===== config.mk =====
export PLATFORM = sky130hd
export DESIGN_NAME = uart_status_tx_flat
export DESIGN_NICKNAME = d
export VERILOG_FILES = /design/src/rtl/uart_status_tx_if.sv /design/src/rtl/uart_status_tx.sv /design/src/flat_wrapper.sv
export SDC_FILE = /design/constraint.sdc
export NUM_CORES = 1
export LEC_CHECK = 0
export BUFFER_PORTS_ARGS = -buffer_cell sky130_fd_sc_hd__buf_2
export CORE_MARGIN = 2
export CORE_UTILIZATION = 25
export CTS_CLUSTER_SIZE = 40
export DETAILED_ROUTE_END_ITERATION = 10
export HOLD_SLACK_MARGIN = 0.05
export PLACE_DENSITY = 0.41
export SETUP_SLACK_MARGIN = 0.05
export SKIP_CTS_REPAIR_TIMING = 1
export SYNTH_ARGS = -nofsm -noshare
export SYNTH_HDL_FRONTEND = slang
export SYNTH_SLANG_ARGS = --single-unit
export TNS_END_PERCENT = 1

===== constraint.sdc =====
create_clock -name clk -period 4.9 [get_ports clk]
set_clock_uncertainty 0.2 [all_clocks]
set_input_delay 0.98 -clock clk [delete_from_list [all_inputs] [get_ports clk]]
set_output_delay 0.98 -clock clk [all_outputs]
set_load 0.03 [all_outputs]

===== src/rtl/uart_status_tx_if.sv =====
// Handshake and payload bundle between the status-row source and uart_status_tx.
interface uart_status_tx_if;
  logic         send;
  logic [127:0] row_a;
  logic [127:0] row_b;
  logic         busy;
  logic         done;
  logic         uart_tx;

  modport master (output send, row_a, row_b, input busy, done, uart_tx);
  modport slave  (input send, row_a, row_b, output busy, done, uart_tx);
endinterface


===== src/rtl/uart_status_tx.sv =====
// 8N1 transmitter sending "row_a row_b\r\n" snapshots of the LCD status rows.
// Optional UART_STATUS_TX_CHANGE_EN: auto-send whenever the rows differ from the last message.
module uart_status_tx #(
  parameter int unsigned CLK_HZ       = 50_000_000,
  parameter int unsigned BAUD         = 115_200,
  parameter int unsigned CLKS_PER_BIT = CLK_HZ / BAUD
) (
  input  logic             clk,
  input  logic             reset_n,
  uart_status_tx_if.slave  bus
);

  localparam int unsigned CNT_W    = (CLKS_PER_BIT > 1) ? $clog2(CLKS_PER_BIT) : 1;
  localparam int unsigned IDX_W    = 6;
  localparam int unsigned LAST_IDX = 34;

  typedef enum logic [2:0] {
    S_IDLE, S_LOAD, S_START, S_DATA, S_STOP, S_DONE
  } state_t;

  state_t             state;
  logic [IDX_W-1:0]   idx;
  logic [2:0]         bit_idx;
  logic [CNT_W-1:0]   clk_cnt;
  logic [7:0]         shreg;
  logic [127:0]       snap_a;
  logic [127:0]       snap_b;
  logic               busy_q;
  logic               done_q;
  logic               tx_q;
  logic               start_c;
  logic               bit_tick_c;

  function automatic logic [7:0] sanitize(input logic [7:0] c);
    return ((c < 8'h20) || (c > 8'h7E)) ? 8'h2E : c;
  endfunction

  // Message byte i: 16 chars of a, space, 16 chars of b, CR, LF.
  function automatic logic [7:0] msg_byte(input logic [IDX_W-1:0] i,
                                          input logic [127:0] a,
                                          input logic [127:0] b);
    logic [IDX_W-1:0] bi;
    logic [127:0]     sh_a;
    logic [127:0]     sh_b;
    logic [7:0]       c;
    bi   = IDX_W'(i - IDX_W'(17));
    sh_a = a << {i[3:0], 3'b000};
    sh_b = b << {bi[3:0], 3'b000};
    c    = 8'h0A;
    if (i < IDX_W'(16))       c = sanitize(sh_a[127:120]);
    else if (i == IDX_W'(16)) c = 8'h20;
    else if (i < IDX_W'(33))  c = sanitize(sh_b[127:120]);
    else if (i == IDX_W'(33)) c = 8'h0D;
    return c;
  endfunction

`ifdef UART_STATUS_TX_CHANGE_EN
  logic [255:0] cmp;
  assign start_c = bus.send || ({bus.row_a, bus.row_b} != cmp);
`else
  assign start_c = bus.send;
`endif

  assign bit_tick_c = (clk_cnt == CNT_W'(CLKS_PER_BIT - 1));

  // Byte FSM; outputs are registered from the current state, so the line lags state by one cycle.
  always_ff @(posedge clk or negedge reset_n) begin
    if (!reset_n) begin
      state   <= S_IDLE;
      idx     <= '0;
      bit_idx <= '0;
      clk_cnt <= '0;
      shreg   <= '0;
      snap_a  <= '0;
      snap_b  <= '0;
      busy_q  <= 1'b0;
      done_q  <= 1'b0;
      tx_q    <= 1'b1;
`ifdef UART_STATUS_TX_CHANGE_EN
      cmp     <= {32{8'h20}};
`endif
    end else begin
      busy_q <= (state == S_LOAD) || (state == S_START) ||
                (state == S_DATA) || (state == S_STOP);
      done_q <= (state == S_DONE);
      tx_q   <= (state == S_START) ? 1'b0 :
                (state == S_DATA)  ? shreg[bit_idx] : 1'b1;

      unique case (state)
        S_IDLE: begin
          if (start_c) begin
            snap_a <= bus.row_a;
            snap_b <= bus.row_b;
            idx    <= '0;
            state  <= S_LOAD;
`ifdef UART_STATUS_TX_CHANGE_EN
            cmp    <= {bus.row_a, bus.row_b};
`endif
          end
        end
        S_LOAD: begin
          shreg   <= msg_byte(idx, snap_a, snap_b);
          clk_cnt <= '0;
          bit_idx <= '0;
          state   <= S_START;
        end
        S_START: begin
          if (bit_tick_c) begin
            clk_cnt <= '0;
            state   <= S_DATA;
          end else begin
            clk_cnt <= CNT_W'(clk_cnt + 1'b1);
          end
        end
        S_DATA: begin
          if (bit_tick_c) begin
            clk_cnt <= '0;
            bit_idx <= 3'(bit_idx + 3'd1);
            if (bit_idx == 3'd7) state <= S_STOP;
          end else begin
            clk_cnt <= CNT_W'(clk_cnt + 1'b1);
          end
        end
        S_STOP: begin
          if (bit_tick_c) begin
            clk_cnt <= '0;
            if (idx == IDX_W'(LAST_IDX)) begin
              state <= S_DONE;
            end else begin
              idx   <= IDX_W'(idx + 1'b1);
              state <= S_LOAD;
            end
          end else begin
            clk_cnt <= CNT_W'(clk_cnt + 1'b1);
          end
        end
        S_DONE:  state <= S_IDLE;
        default: state <= S_IDLE;
      endcase
    end
  end

  assign bus.busy    = busy_q;
  assign bus.done    = done_q;
  assign bus.uart_tx = tx_q;

endmodule

===== src/flat_wrapper.sv =====
// flat-port wrapper written by rule: the top's interface ports become plain ports
module uart_status_tx_flat 
#(
  parameter int unsigned CLK_HZ       = 50_000_000,
  parameter int unsigned BAUD         = 115_200,
  parameter int unsigned CLKS_PER_BIT = CLK_HZ / BAUD
)
  (clk, reset_n, bus_send, bus_row_a, bus_row_b, bus_busy, bus_done, bus_uart_tx);
  uart_status_tx_if bus_i ();
  input  logic clk;
  input  logic reset_n;
  input wire logic [$bits(bus_i.send)-1:0] bus_send;
  input wire logic [$bits(bus_i.row_a)-1:0] bus_row_a;
  input wire logic [$bits(bus_i.row_b)-1:0] bus_row_b;
  output wire logic [$bits(bus_i.busy)-1:0] bus_busy;
  output wire logic [$bits(bus_i.done)-1:0] bus_done;
  output wire logic [$bits(bus_i.uart_tx)-1:0] bus_uart_tx;
  assign bus_i.send = bus_send;
  assign bus_i.row_a = bus_row_a;
  assign bus_i.row_b = bus_row_b;
  assign bus_busy = bus_i.busy;
  assign bus_done = bus_i.done;
  assign bus_uart_tx = bus_i.uart_tx;
  uart_status_tx #(.CLK_HZ(CLK_HZ), .BAUD(BAUD), .CLKS_PER_BIT(CLKS_PER_BIT)) u_core (.clk(clk), .reset_n(reset_n), .bus(bus_i));
endmodule

Word-level counts from Yosys, hierarchy flattened. Cells that the tools add are included.

Add/subtract/negate cells: 4. Order comparisons: 7. Eq/ne operators: 16. Shifts and indexed selects: 2. Multiplexer cells: 25. Reductions and logical operators: 14.

Operators with widths (number): 128-bit by 7-bit << shifter with 128-bit output (2); 8-bit 2-to-1 mux (5); 3-bit 2-to-1 mux (8); 6-bit 2-to-1 mux (3); 9-bit case mux with 2 select lines (1); 8-bit by 7-bit > comparator with 1-bit output, second input constant (2); 8-bit by 6-bit less-than comparator with 1-bit output, second input constant (2); 3-bit case mux with 5 select lines (1); 6-bit equality test, second input constant (2); 6-bit case mux with 2 select lines (1); 9-bit by 1-bit adder with 9-bit output, second input constant (1); 3-bit equality test, second input constant (3); 9-bit equality test, second input constant (1); 9-bit 2-to-1 mux (1); 6-bit by 1-bit adder with 6-bit output, second input constant (1); 3-bit by 2-bit equality test with 1-bit output, second input constant (2); 6-bit by 5-bit equality test with 1-bit output, second input constant (1); 6-bit by 5-bit less-than comparator with 1-bit output, second input constant (1); 6-bit less-than comparator, second input constant (1); 2-bit by 1-bit inequality test with 1-bit output, second input constant (3); 2-bit inequality test, second input constant (3); 3-bit case mux with 2 select lines (1); 2-bit nonzero test (3); 1-bit logical OR (5); other kinds (11) (14).

Bits in registers: 288. Input port bits: 259. Output and inout bits: 3.

Depth between registers and ports, before layout. Gate-level depths: netlist (run 1).

Depth after elaboration: 8. Gate-level depth with buffers: 15. Gate-level depth less buffers: 9.

Least setup slack after synthesis (run 1). OpenSTA, ideal clock, no wires.

Path kind: flip-flop to flip-flop. Start point: register u_core.idx[0]. End point: register u_core.shreg[4]. Library setup time: 0.126 ns. Data arrival time: 3.128 ns. Slack: 1.446 ns. Stages on the path, launching flop included: 16. Path buffers: 6. Path through: dfrtp_1 > buf_6 > buf_12 > buf_2 > inv_1 > ha_1 > buf_4 > buf_4 > clkbuf_1 > mux4_2 > mux2i_1 > mux2i_1 > nand2_1 > nor4_1 > nor4_2 > a221o_1.

Word-level cells in the longest chain between the ends: 8. Elaborated cells on any way between the ends: 17. Those cells by class: add/sub (1); order compare (6); eq/ne (1); shift (2); mux (5); reduce/logical (2).

Ends and longest elaborated chain: start, declared (RTL line uart_status_tx.sv:22) `logic [IDX_W-1:0] idx;`; start signal, assigned (RTL line uart_status_tx.sv:130) `idx <= IDX_W'(idx + 1'b1);`; 4-bit by 1-bit subtractor with 4-bit output (RTL line uart_status_tx.sv:46) `bi = IDX_W'(i - IDX_W'(17));`; 128-bit by 7-bit << shifter with 128-bit output (RTL line uart_status_tx.sv:48) `sh_b = b << {bi[3:0], 3'b000};`; 8-bit by 6-bit less-than comparator with 1-bit output / 8-bit by 7-bit > comparator with 1-bit output (equally long branches) (RTL line uart_status_tx.sv:35) `return ((c < 8'h20) || (c > 8'h7E)) ? 8'h2E : c;`; 1-bit logical OR (RTL line uart_status_tx.sv:35); 8-bit 2-to-1 mux (RTL line uart_status_tx.sv:35); 8-bit 2-to-1 mux (RTL line uart_status_tx.sv:52) `else if (i < IDX_W'(33)) c = sanitize(sh_b[127:120]);`; 8-bit 2-to-1 mux (RTL line uart_status_tx.sv:51) `else if (i == IDX_W'(16)) c = 8'h20;`; 8-bit 2-to-1 mux * (RTL line uart_status_tx.sv:50) `if (i < IDX_W'(16)) c = sanitize(sh_a[127:120]);`; end signal, assigned (RTL line uart_status_tx.sv:102) `shreg <= msg_byte(idx, snap_a, snap_b);`; end, declared (RTL line uart_status_tx.sv:25) `logic [7:0] shreg;`.

Every way passes the cells marked *; elsewhere a longest branch is shown, timed or not. A chain may end at the register's enable or synchronous reset.

Final worst setup path (run 1). Same ends and word-level chain as after synthesis.

==> flow_summary_export.csv, run 1 <==
group,metric,value,unit
detailed_routing,dr.pass1.iters,4,
global_routing,antenna_found_initial,4,
outcome,status,"finished, final reports clean",
clocking,htree_levels,2,
synth,yosys.area.top_type_share,0.535,
die,start_util,0.254,
detailed_routing,drtAntennaViolNets,0,
worst_setup_path,critPathRequiredTime,5180,ps
worst_setup_path,worstPathArrival,3850,ps
die,row_count,84,
layout,drive_gt1_frac,0.559,
power_and_ir_drop,power_leakage,0.00765,uW
synth,synth_most_common_cell,"dfrtp_1",
timing,finalCriticalPeriod,3580,ps
min_path,hp-class,"in -> async",
power_and_ir_drop,clockPowerShare,0.478,
global_routing,track_usage,0.142,
timing,hold_viol,0,
timing,setup_viol_count_final,0,
synth,syn_avg_cell_area,15.1,um2
synth,synth_area_leaders,"dfrtp_1 53%, mux2_2 22%, mux4_2 8.9%",
global_routing,grt_pass1_vias,9135,
timing,hold_ws,229,ps
synth,async_flop_share,1.00,
detailed_routing,wl,38700,um
detailed_routing,via_per_inst,4.50,
detailed_routing,vias,8377,
worst_setup_path,cp_max_fo,17,
timing,fin_ws,1320,ps
die,io_pins,262,
worst_setup_path,critical_path_class,"reg -> reg",
synth,syn-instance-count,889,
detailed_routing,routedWlPerCell,20.8,um
global_routing,grt_pass1_wl,59200,um
timing,finalSetupTns,0,ps
detailed_routing,first_iter_violations,398,
die,die_h,236,um
timing,rsz0062_at_grt,"false",
place,detailedPlace.worstSlack,1270,ps
die,core_area,52900,um2
clocking,clock_latency,550,ps
place,port_buffers,261,
synth,synth_area_leader_cell,"dfrtp_1",
synth,synth_seq_area_share,0.537,
clocking,cts_buffers,36,
power_and_ir_drop,power_frac_seq,0.457,
place,place_congestion,0.781,
timing,fmax,280,MHz
clocking,clock_sinks,288,
detailed_routing,route.detailed.drc,0,
global_routing,overflow,0,
synth,yosys_warnings,0,
synth,synth_nets,1157,
timing,drv_slew,0,
power_and_ir_drop,p_int,4330,uW
layout,filler_cell_count,5275,
timing,tightest_slew,1100,ps
synth,synth_area,13400,um2
clocking,root_buffer,"clkbuf_16",
synth,ys.flop_type,"dfrtp_1",
timing,timing.slew.headroom,0.263,
synth,synth_cell_types,56,
clocking,clkSlewWorstSetupHoldPaths,60,ps
power_and_ir_drop,netSwitchingPower,1250,uW
die,dieArea,55600,um2
power_and_ir_drop,pwr-share-comb,0.065,
power_and_ir_drop,finalPower,5580,uW
global_routing,grt_max_degree,105,
worst_setup_path,end_kind,"flip-flop",
run,drv_cap,0,
clocking,cts_tree,"built",
power_and_ir_drop,power.density,334,nW/um2
power_and_ir_drop,ir_drop,205,uV
place,dp_hpwl,27700,um
worst_setup_path,start_kind,"flip-flop",
synth,synth_edf_count,0,
synth,ys_ff_latch,288,
layout,nets,1414,
layout,area_growth,24.4,%
die,die_w,236,um
synth,synth_top_cells_by_count,"287 x dfrtp_1, 259 x mux2_2, 53 x mux4_2, 37 x clkbuf_1, 34 x nand2_1",
power_and_ir_drop,p_sw_frac,0.224,
clocking,cts_max_path_buffers,3,
timing,final.period_utilization,0.730,
[power groups by stage]
stage | clock [uW] | sequential (uW) | combinational, uW
6_report | 2670 | 2550 | 360
2_1_floorplan | 0 | 2570 | 163
3_5_place_dp | 0 | 2590 | 372
3_3_place_gp | 0 | 2590 | 368
5_1_grt | 2880 | 2560 | 399
4_1_cts | 2780 | 2550 | 373
[routing by layer]
layer	part of all wire	track usage	up-vias
met4	0.017	0.0349	2
met3	0.037	0.0288	45
met1	0.44	0.183	4329
met5	0.00041	0	-
met2	0.50	0.242	143
li1	-	-	3858
[cells by family after synthesis]
logic type | count (synthesis) | share of synthesized area
XOR/XNOR | 8 | 0.00718
multiplexers | 354 | 0.353
AO/OA/AOI/OAI | 61 | 0.0306
AND/OR/NAND/NOR | 107 | 0.0410
adder cells (fa/ha/maj) | 9 | 0.00839
flip-flops | 288 | 0.537
buffers and inverters | 62 | 0.0228
[cell usage in the layout (no fill, tap or decap), types with 3 or more instances in the layout]
master,Yosys,layout
mux2_2,259,259
mux4_2,53,53
a22o_1,5,5
xor2_1,6,6
nor2b_1,5,5
buf_12,2,6
nand2_1,34,34
dfrtp_1,287,285
buf_4,6,6
mux4_1,13,13
nand4_1,4,4
a21oi_1,7,7
a31oi_1,4,4
nand3_1,11,11
nor2_1,23,23
clkbuf_1,37,9
and3_1,6,6
inv_1,7,7
clkbuf_16,0,37
clkinv_2,0,3
o21ai_0,23,23
clkbuf_8,0,13
nand2b_1,7,7
mux2i_1,29,29
o31ai_1,4,4
buf_2,3,260
ha_1,9,8
[worst paths after layout]
kind | slack [ps] | start | end | cells after the start
setup reg to reg | 1320 | u_core.idx[0] | u_core.shreg[4] | 9
hold / removal | 230 | reset_n | u_core.snap_a[122] | 1
setup / recovery | 1320 | u_core.idx[0] | u_core.shreg[4] | 9
hold reg to reg | 290 | u_core.shreg[7] | u_core.shreg[7] | 1
max in group asynchronous | 3160 | reset_n | u_core.snap_b[33] | 2
min in group clk | 290 | u_core.shreg[7] | u_core.shreg[7] | 1
[layout make-up]
type                       count  area, um2  share of cell area
tap                          688        861              0.0515
sequential                   288       7210               0.432
inverter                       8       30.0             0.00180
timing repair buffer         273       1480              0.0887
clock buffer                  59       1140              0.0682
multi-input combinational    539       5920               0.355
antenna                        1       2.50            0.000150
clock inverter                 5       52.6             0.00315
[through the flow]
stage	util	instance area, um2	cells
after global routing	0.316	16700	1860
after floorplan	-	13400	889
after global placement	0.293	15500	1796
after CTS	0.316	16700	1860
after detailed placement	0.293	15500	1796
final	0.316	16700	1861
[critical path, stage by stage, from the launching register on]
cell     delay, ps
dfrtp_4        490
inv_1          240
ha_1           330
xor2_4         680
mux2i_1        200
mux2i_1        330
nor2_1         120
or3b_4         410
nor4_2         320
a221o_1        190
[sequential cells by signal, summed over array words and instances, names as in the netlist]
register and flops:
u_core.snap_a 128, u_core.snap_b 128, u_core.clk_cnt 9, u_core.shreg 8, u_core.idx 6, u_core.bit_idx 3, u_core.state 3, u_core.bus.busy 1
u_core.bus.done 1, u_core.bus.uart_tx 1
No activity file was read; power rests on OpenSTA's default activity.
==> run 2, diff against run 1 <==
PLACE_DENSITY = 0.43   (was 0.41)
clock period = 3 ns   (was 4.9 ns; I/O delays follow)
==> run 2 against run 1 <==
Compared with the run above: worst hold slack worse by 150 ps; sequential cell count unchanged; routed wire length up 3.2%; fmax up 25%; final area up 4.5%; power up 73%; via count up 3.2%; sequential power up 64%; largest cell class unchanged.
==> flow_summary_export.csv, run 2 (synthesis results as in run 1) <==
group,metric,value,unit
outcome,status,"finished, final reports clean",
timing,fmax,349,MHz
die,row_count,84,
clocking,cts_buffers,37,
run,drv_cap,0,
timing,setup_viol_count_final,0,
worst_setup_path,critPathRequiredTime,3230,ps
die,io_pins,262,
global_routing,track_usage,0.145,
clocking,cts_max_path_buffers,3,
place,dp_hpwl,29600,um
power_and_ir_drop,finalPower,9680,uW
layout,fin_area,17500,um2
clocking,clock_latency,540,ps
layout,nets,1462,
global_routing,grt_pass1_wl,60800,um
timing,rsz0062_at_grt,"false",
detailed_routing,via_per_inst,4.53,
detailed_routing,vias,8648,
timing,hold_viol,0,
worst_setup_path,start_kind,"flip-flop",
detailed_routing,routedWlPerCell,20.9,um
clocking,clkSlewWorstSetupHoldPaths,60,ps
timing,timing.slew.headroom,0.602,
place,detailedPlace.worstSlack,-122,ps
worst_setup_path,worstPathArrival,3090,ps
global_routing,antenna_found_initial,3,
detailed_routing,route.detailed.drc,0,
die,die_w,236,um
place,port_buffers,261,
power_and_ir_drop,ir_drop,318,uV
layout,area_growth,30.0,%
timing,fin_ws,137,ps
timing,final.period_utilization,0.954,
global_routing,grt_max_degree,88,
worst_setup_path,reg2reg_depth,11,
layout,final_cell_mix,"285 x dfrtp_1, 260 x buf_2, 259 x mux2_2",
global_routing,grt_pass1_vias,9453,
layout,top_regs,"u_core.snap_a x128, u_core.snap_b x128, u_core.clk_cnt x9",
die,die_h,236,um
timing,finalSetupTns,0,ps
die,core_area,52900,um2
layout,layout_commonest_cell,"dfrtp_1",
min_path,hp-class,"in -> reg",
clocking,htree_levels,2,
global_routing,overflow,0,
place,placed_area,15900,um2
min_path,whs_path_depth,2,
place,place_congestion,0.755,
worst_setup_path,critical_path_class,"reg -> reg",
layout,utilization,0.330,
timing,tightest_slew,595,ps
power_and_ir_drop,power_leakage,0.00802,uW
die,dieArea,55600,um2
detailed_routing,first_iter_violations,517,
timing,finalCriticalPeriod,2860,ps
detailed_routing,wl,40000,um
detailed_routing,drtAntennaViolNets,0,
worst_setup_path,cp_max_fo,15,
worst_setup_path,end_kind,"flip-flop",
timing,drv_slew,0,
die,start_util,0.254,
clocking,root_buffer,"clkbuf_16",
power_and_ir_drop,power.density,554,nW/um2
clocking,cts_tree,"built",
detailed_routing,dr.pass1.iters,4,
layout,drive_gt1_frac,0.586,
clocking,clock_sinks,288,
-- run 2: changes by cell type in the layout (fill, tap and decap cells not counted), sizes merged --
cell and delta:
buf +45, inv +2, dlygate4sd3 +1, clkbuf -6
bufinv +6, clkinvlp -1, clkinv +2
-- run 2: metrics by stage --
step	hold slack, ps	instances
floorplan	104	889
global placement	280	1827
detailed placement	287	1827
CTS	-191	1893
global route	57.0	1910
finish	82.7	1910
-- run 2: area by class of cell --
cell class | count | area [um2]
Tap cell | 688 | 861
Clock inverter | 14 | 256
Multi-Input combinational cell | 539 | 6030
Sequential cell | 288 | 7210
Antenna cell | 1 | 2.50
Fill cell | 5198 | 35400
Clock buffer | 52 | 1080
Inverter | 8 | 37.5
Timing Repair Buffer | 320 | 1970
-- run 2: worst paths after layout --
| check | from | endpoint | slack [ps] |
|---|---|---|---|
| min in group asynchronous | reset_n | u_core.snap_a[9] | 410 |
| worst min-delay path | bus_row_a[46] | u_core.snap_a[46] | 80 |
| worst max-delay path | u_core.idx[0] | u_core.shreg[0] | 140 |
| max in group asynchronous | reset_n | u_core.snap_b[37] | 1340 |
| worst max register to register | u_core.idx[0] | u_core.shreg[0] | 140 |
| worst min register to register | u_core.shreg[7] | u_core.shreg[7] | 290 |
-- run 2: layer usage --
layer / share of wire / vias up / track usage
li1: - / 3950 / -
met1: 0.44 / 4493 / 0.189
met2: 0.51 / 149 / 0.249
met3: 0.028 / 54 / 0.0206
met4: 0.020 / 2 / 0.0448
met5: 0.00033 / - / 0
-- run 2: critical path, cell delays in order (launching register included) --
cell and delay, ps:
dfrtp_4 520, inv_8 80, ha_4 220, buf_12 150, buf_12 150, mux4_2 220, mux2i_1 90, mux2i_1 220
nand2_1 150, or3_1 390, nor4b_2 170, o22a_1 170
-- run 2: report_power, final --
part	internal [uW]	switching, uW
logic	358	252
clock network	3120	1780
registers	4070	102
total	7540	2130
==> run 3, diff against run 2 <==
CTS_BUF_LIST = sky130_fd_sc_hd__clkbuf_4   (was not set)
==> run 3 against run 2 <==
Compared with the run above: power is 10% lower; critical path depth unchanged; final area rose by 13%; register-to-register slack about the same; worst hold slack gained 5.0 ps; largest cell class unchanged.
==> flow_summary_export.csv, run 3 (synthesis results as in run 1) <==
group,metric,value,unit
worst_setup_path,critical_path_class,"reg -> reg",
detailed_routing,via_per_inst,4.43,
timing,fmax,349,MHz
layout,fin_area,19700,um2
layout,multi_input_area,6020,um2
global_routing,grt_max_degree,88,
layout,filler_cell_count,5105,
timing,rsz0062_at_grt,"true",
global_routing,track_usage,0.148,
outcome,status,"finished, final reports clean",
layout,nets,1767,
layout,seq_area,7210,um2
detailed_routing,wl,42600,um
timing,finalCriticalPeriod,2870,ps
place,placed_area,15900,um2
timing,tightest_slew,606,ps
place,dp_hpwl,29600,um
clocking,cts_buffers,85,
layout,final_cell_mix,"285 x dfrtp_1, 260 x buf_2, 259 x mux2_2",
worst_setup_path,end_kind,"flip-flop",
timing,setup_viol_count_final,0,
place,place_congestion,0.755,
detailed_routing,routedWlPerCell,19.0,um
power_and_ir_drop,power_leakage,0.00905,uW
die,die_h,236,um
timing,drv_slew,0,
timing,timing.slew.headroom,0.594,
power_and_ir_drop,finalPower,8670,uW
die,io_pins,262,
die,core_area,52900,um2
clocking,cts_tree,"built",
clocking,cts_max_path_buffers,3,
worst_setup_path,worstPathArrival,3370,ps
power_and_ir_drop,power.density,440,nW/um2
run,drv_cap,0,
min_path,hp-class,"in -> reg",
global_routing,antenna_found_initial,5,
clocking,clock_sinks,288,
detailed_routing,first_iter_violations,469,
worst_setup_path,max_stage_delay,520,ps
layout,layout_commonest_cell,"dfrtp_1",
place,port_buffers,261,
die,die_w,236,um
die,start_util,0.254,
layout,top_regs,"u_core.snap_a x128, u_core.snap_b x128, u_core.clk_cnt x9",
global_routing,grt_pass1_wl,61600,um
worst_setup_path,critPathRequiredTime,3500,ps
detailed_routing,route.detailed.drc,0,
worst_setup_path,start_kind,"flip-flop",
power_and_ir_drop,ir_drop,221,uV
global_routing,overflow,0,
clocking,htree_levels,3,
worst_setup_path,path_cells,"inv_8 > ha_4 > buf_12 > buf_4 > mux4_1 > mux2i_1 > mux2i_4 > nor2_1 > or3b_4 > nor4b_2 > o22a_1",
detailed_routing,vias,9940,
timing,hold_viol,0,
layout,drive_gt1_frac,0.505,
layout,area_growth,46.7,%
worst_setup_path,cp_slowest_cell,"dfrtp_4",
clocking,root_buffer,"clkbuf_4",
die,dieArea,55600,um2
detailed_routing,drtAntennaViolNets,0,
detailed_routing,dr.pass1.iters,6,
global_routing,grt_pass1_vias,9890,
timing,final.period_utilization,0.956,
die,row_count,84,
worst_setup_path,cp_max_fo,6,
clocking,clock_latency,770,ps
clocking,clkSlewWorstSetupHoldPaths,70,ps
## run 3: critical path, delay by kind of cell (launching register included)
| family | cells | cell delay (ps) |
|---|---|---|
| mux | 3 | 570 |
| fa+ha+maj | 1 | 220 |
| flops | 1 | 520 |
| buf+inv | 3 | 340 |
| simple gates | 3 | 770 |
| compound gates | 1 | 150 |
## run 3: metal layers
layer | GRT usage | share of wire | vias up
met4 | 0.0552 | 0.022 | 2
met2 | 0.248 | 0.52 | 224
met1 | 0.188 | 0.43 | 5040
li1 | - | - | 4606
met5 | 0 | 0.00016 | -
met3 | 0.0297 | 0.034 | 68
## run 3: through the flow
step | hold WS (ps) | std cells | setup slack (ps) | TNS (ps) | utilization
after global placement | 280 | 1827 | -34.0 | -88.3 | 0.301
final | 87.7 | 2245 | 131 | 0 | 0.373
after detailed placement | 287 | 1827 | -122 | -490 | 0.301
after CTS | -491 | 1968 | -140 | -600 | 0.320
after floorplan | 104 | 889 | 33.3 | 0 | -
after global routing | 82.1 | 2245 | 21.2 | 0 | 0.373
## run 3: layout make-up
type                    count  share of cell area
diodes                      4            0.000508
multi-input cells         539               0.306
repair buffers            577               0.231
clock buffers             126              0.0480
flip-flops and latches    288               0.366
inverters                   8             0.00191
clock inverters            15             0.00305
well taps                 688              0.0437
## run 3: worst paths after layout
check	slack [ps]	start	cells past startpoint	endpoint
max	130	u_core.idx[0]	11	u_core.shreg[0]
min	90	bus_send	5	u_core.state[0]
max reg2reg	130	u_core.idx[0]	11	u_core.shreg[0]
min reg2reg	300	u_core.snap_b[13]	1	u_core.snap_b[13]
max in group asynchronous	1570	reset_n	4	u_core.snap_b[102]
min in group asynchronous	190	reset_n	2	u_core.snap_a[33]
## run 3: report_power, final
part | total, uW | switching, uW | internal (uW)
Sequential | 4170 | 102 | 4070
Clock | 3610 | 1720 | 1890
Combinational | 885 | 309 | 576
